**src/rtl/uart_rx_core.sv**
```systemverilog
// uart_rx_core: 16x-oversampled UART receiver (start, DATA_BITS data LSB first, optional parity, stop)
// Optional parity checking is enabled by defining UART_RX_PARITY_EN.
// Ports:
//   clk_50m_i    system clock
//   rst_n_i      asynchronous active-low reset
//   rxclk_en_i   16x-baud strobe, one clk wide
//   uart_rx_i    raw asynchronous serial input, idle high
//   data_o       last good byte, zero-extended when DATA_BITS < 8
//   data_valid_o one-clk pulse when data_o updates
//   frame_err_o  one-clk pulse when the stop bit is sampled low
//   parity_err_o one-clk pulse on parity mismatch (constant 0 without parity)
//   busy_o       high whenever the receiver is not idle
module uart_rx_core #(
  parameter int DATA_BITS   = 8,
  parameter int SYNC_STAGES = 2,
  parameter bit PARITY_ODD  = 1'b0
) (
  input  logic       clk_50m_i,
  input  logic       rst_n_i,
  input  logic       rxclk_en_i,
  input  logic       uart_rx_i,
  output logic [7:0] data_o,
  output logic       data_valid_o,
  output logic       frame_err_o,
  output logic       parity_err_o,
  output logic       busy_o
);
`ifdef UART_RX_PARITY_EN
  localparam bit P_EN = 1'b1;
`else
  localparam bit P_EN = 1'b0;
`endif
  typedef enum logic [2:0] {S_IDLE, S_START, S_DATA, S_PARITY, S_STOP, S_BREAK} state_t;
  state_t                 r_state, w_state_n;
  logic [SYNC_STAGES-1:0] r_sync;
  logic [3:0]             r_tick, w_tick_n;
  logic [2:0]             r_bit_idx, w_idx_n;
  logic [7:0]             r_shift, w_shift_n, r_data, w_data_n, w_data;
  logic                   r_pbad, w_pbad_n, r_valid, w_valid_n, r_ferr, w_ferr_n, r_perr, w_perr_n;
  logic                   w_rx;
  assign w_rx = r_sync[SYNC_STAGES-1];
  // bits enter at the MSB, so the received word sits in the top DATA_BITS bits
  assign w_data = r_shift >> (8 - DATA_BITS);
  always_ff @(posedge clk_50m_i or negedge rst_n_i)
    if (!rst_n_i) r_state <= S_IDLE;
    else r_state <= w_state_n;
  always_ff @(posedge clk_50m_i or negedge rst_n_i)
    if (!rst_n_i) begin
      r_sync    <= '1;
      r_tick    <= '0;
      r_bit_idx <= '0;
      r_shift   <= '0;
      r_data    <= '0;
      r_pbad    <= 1'b0;
      r_valid   <= 1'b0;
      r_ferr    <= 1'b0;
      r_perr    <= 1'b0;
    end else begin
      r_sync    <= {r_sync[SYNC_STAGES-2:0], uart_rx_i};
      r_tick    <= w_tick_n;
      r_bit_idx <= w_idx_n;
      r_shift   <= w_shift_n;
      r_data    <= w_data_n;
      r_pbad    <= w_pbad_n;
      r_valid   <= w_valid_n;
      r_ferr    <= w_ferr_n;
      r_perr    <= w_perr_n;
    end
  always_comb begin
    w_state_n = r_state;
    w_tick_n  = r_tick;
    w_idx_n   = r_bit_idx;
    w_shift_n = r_shift;
    w_data_n  = r_data;
    w_pbad_n  = r_pbad;
    w_valid_n = 1'b0;
    w_ferr_n  = 1'b0;
    w_perr_n  = 1'b0;
    if (rxclk_en_i) begin
      w_tick_n = r_tick + 4'd1;
      case (r_state)
        S_IDLE:
          if (!w_rx) begin
            w_state_n = S_START;
            w_tick_n  = '0;
          end
        S_START:
          if (r_tick == 4'd7) begin
            w_state_n = w_rx ? S_IDLE : S_DATA;
            w_tick_n  = '0;
            w_idx_n   = '0;
          end
        S_DATA:
          if (r_tick == 4'd15) begin
            w_shift_n = {w_rx, r_shift[7:1]};
            w_idx_n   = r_bit_idx + 3'd1;
            if (r_bit_idx == 3'(DATA_BITS - 1)) w_state_n = P_EN ? S_PARITY : S_STOP;
          end
        S_PARITY:
          if (r_tick == 4'd15) begin
            w_pbad_n  = w_rx ^ (^w_data) ^ PARITY_ODD;
            w_state_n = S_STOP;
          end
        S_STOP:
          if (r_tick == 4'd15) begin
            w_perr_n  = P_EN & r_pbad;
            w_valid_n = w_rx & ~(P_EN & r_pbad);
            w_data_n  = (w_rx && !(P_EN && r_pbad)) ? w_data : r_data;
            w_ferr_n  = ~w_rx;
            w_state_n = w_rx ? S_IDLE : S_BREAK;
          end
        S_BREAK:
          if (w_rx) begin
            w_state_n = S_IDLE;
            w_tick_n  = '0;
          end
        default: w_state_n = S_IDLE;
      endcase
    end
  end
  assign data_o       = r_data;
  assign data_valid_o = r_valid;
  assign frame_err_o  = r_ferr;
  assign parity_err_o = P_EN ? r_perr : 1'b0;
  assign busy_o       = r_state != S_IDLE;
endmodule

```
**config.mk**
```make
export PLATFORM = sky130hd
export DESIGN_NAME = uart_rx_core
export DESIGN_NICKNAME = d
export VERILOG_FILES = /design/src/rtl/uart_rx_core.sv
export SDC_FILE = /design/constraint.sdc
export NUM_CORES = 1
export LEC_CHECK = 0
export ABC_AREA = 0
export ABC_CLOCK_PERIOD_IN_PS = 3100
export CAP_MARGIN = 20
export CORE_MARGIN = 5
export CORE_UTILIZATION = 50
export CTS_CLUSTER_SIZE = 12
export DETAILED_ROUTE_END_ITERATION = 12
export GPL_TIMING_DRIVEN = 0
export PLACE_DENSITY_LB_ADDON = 0.1
export SKIP_LAST_GASP = 1
export SLEW_MARGIN = 5
export SYNTH_ARGS = -nofsm -noshare
export SYNTH_HDL_FRONTEND = slang
export SYNTH_SLANG_ARGS = --single-unit
```
**constraint.sdc**
```tcl
create_clock -name clk_50m_i -period 3.1 [get_ports clk_50m_i]
set_input_delay 0.775 -clock clk_50m_i [delete_from_list [all_inputs] [get_ports clk_50m_i]]
set_output_delay 0.775 -clock clk_50m_i [all_outputs]
set_load 0.005 [all_outputs]
```
==> metrics.cfg <==
[critical_path]
crit_required_ns=2.32
cpPeakStageDelay_ns=0.49
crit_arrival_ns=2.18
cp_common_cell=clkbuf_1
rr_worst_depth=4
crit_slowest_cell=clkdlybuf4s50_1
cp_max_fo=10
path_class=reg -> out
cp_cell_sequence=clkbuf_1, clkbuf_1, or3_1, clkdlybuf4s50_1
cp-end-kind=output port
start_kind=register
r2r_slack_ns=1.05

[cts]
clk_latency_ns=0.33
cts_root_buf=clkbuf_4
clkSlewWorstSetupHoldPaths_ns=0.09
holdBufCountCts=0
cts_resized=0
cts.path.max_buffers=2
post-cts-setup-buffers=0
cts-htree-levels=2
cts_tree=built
cts_buffers=5
cts.sinks=30

[run]
maxCapViolations=0

[floorplan]
ios=16
fp-row-count=19
die_h_um=63.8
die_w_um=63.8
die_area_um2=4070
coreArea_um2=2760
start_util_pct=52.5

[finish]
layout.nets=146
fin_area_um2=1690
fillCellCount=229
fin_cells=171
areaGrowthSynthToFinish_pct=17.0
antenna_cells=0
drive_above_1_share_pct=27.1

[power]
leakagePower_nw=0.776
vdd_drop_max_mv=0.367
powerDensity_nw_per_um2=544

[placed_design]
gp_congestion=0.757
dpl.cell_count=163
post-place-ws_ns=0.512
hpwl_um=1980
port_buffers=14
detailed_place.area_um2=1640

[synthesis]
synth_commonest_cells=28 x dfrtp_1, 20 x mux2_2, 6 x clkbuf_1
synth-edff-count=0
async_flop_share_pct=100
ys.flop_type=dfrtp_1
ys_seq_area_share_pct=52.1
synth.most_common_cell=dfrtp_1
ys_seq_elements=30
yosysTopAreaCell=dfrtp_1
synth_area_leaders=dfrtp_1 48%, mux2_2 16%, dfstp_2 3.6%, ha_1 2.6%, nor4b_4 1.6%
synthCells=117
syn_nets=124
synth_top_area_share_pct=48.4
synth.avg_cell_area_um2=12.4
synth.distinct_cells=41
syn_area_um2=1450
yosysWarnings=0

[timing]
finalClockSkew_ns=0.00883
slew_headroom_pct=49.8
drv_slew=0
finalCriticalPeriod_ns=2.95
rsz0062_at_grt=no
timing.fmax_mhz=339
setup_slack_ns=0.148
worst_slew_pin_slew_ns=0.751
finalHoldWorstSlack_ns=0.353
setup_tns_ns=0
finalCritPeriodShare_pct=95.2
finalSetupViolCount=0
hold_violations=0

[grt]
track_usage_pct=16.4
grt_pass1_vias=1098
grt_max_degree=17
antenna_found_initial=0
grt_pass1_wl_um=5290
overflow=0

[detailed_routing]
drtIter0Drc=83
routed.top_layer=met4
wl_met1_um=1280
wl_met2_um=1500
met3_length_um=152
ant_nets=0
drt_wl_total_um=2960
wl_per_cell_um=17.3
num_vias=1030
dr.pass1.iters=6
drc_errors=0
viasPerCell=6.02

[hold_path]
min-delay-path-class=reg -> reg
holdPathStages=0

[status]
status=finished clean

flip-flops by register name, indices dropped and copies added (netlist names):
| signal | cells |
|---|---|
| data_o | 8 |
| data_valid_o | 1 |
| frame_err_o | 1 |
| r_bit_idx | 3 |
| r_shift | 8 |
| r_state | 3 |
| r_sync | 2 |
| r_tick | 4 |
final cells by class:
type / instances / area (µm²) / area share (%)
sequential: 30 / 753 / 44.5
clock inverter: 2 / 10.0 / 0.592
buffer: 9 / 40.0 / 2.37
inverter: 4 / 15.0 / 0.888
tap: 31 / 38.8 / 2.29
multi-input combinational: 74 / 638 / 37.7
clock buffer: 6 / 41.3 / 2.44
timing repair buffer: 15 / 155 / 9.17
cells in the final DEF, fill, tap and decap left out, drive strengths merged, types with 2 or more instances in the layout:
cell type | Yosys | layout
a2111oi | 2 | 2
a211oi | 3 | 3
a21oi | 2 | 2
a31oi | 2 | 2
and3 | 3 | 3
buf | 2 | 3
clkbuf | 7 | 13
clkdlybuf4s50 | 0 | 14
clkinv | 0 | 2
dfrtp | 28 | 28
dfstp | 2 | 2
ha | 3 | 3
inv | 4 | 4
mux2 | 20 | 20
nand2 | 4 | 4
nand2b | 2 | 2
nand3 | 4 | 4
nand3b | 3 | 3
nor2 | 2 | 2
nor2b | 2 | 2
nor4 | 2 | 2
nor4b | 3 | 3
o32ai | 2 | 2
or3 | 2 | 2
critical path, delay by kind of cell, from the launching register on:
kind                   cells  cell delay (ns)
DFF                        1             0.35
buffers and inverters      3             1.32
and+or+nand+nor            1             0.18
metal layers:
layer / up-vias / track usage, %
li1: 474 / -
met1: 519 / 21.1
met2: 33 / 24.9
met3: 4 / 6.30
met4: 0 / 6.49
met5: - / 0
per-stage QoR:
stage | total power [W] | utilization, %
floorplan | 0.000629 | -
global placement | 0.000686 | 58.9
detailed placement | 0.000702 | 59.5
CTS | 0.000925 | 61.3
global route | 0.000981 | 61.3
finish | 0.000921 | 61.3
worst paths after layout:
| path | start | to |
|---|---|---|
| hold reg to reg | r_sync[0] | r_sync[1] |
| min in group asynchronous | rst_n_i | r_state[1] |
| setup / recovery | r_state[1] | busy_o |
| setup reg to reg | r_tick[0] | data_o[3] |
| max in group asynchronous | rst_n_i | r_sync[0] |
| hold / removal | r_sync[0] | r_sync[1] |
logic make-up after synthesis:
family / count (synthesis) / share of synthesized area, %
and+or+nand+nor: 31 / 14.6
other: 1 / 0.259
adders and majority gates: 3 / 2.60
buffers and inverters: 13 / 3.81
DFF: 30 / 52.1
muxes: 21 / 16.3
AOI/OAI and AO/OA: 18 / 10.4
power breakdown:
| group | switching [W] | internal, W |
|---|---|---|
| Sequential | 0.0000263 | 0.000425 |
| Combinational | 0.000147 | 0.000100 |
| Clock | 0.000136 | 0.0000862 |
| Total | 0.000309 | 0.000611 |
Note: power is estimated with default switching activity, not from simulation.
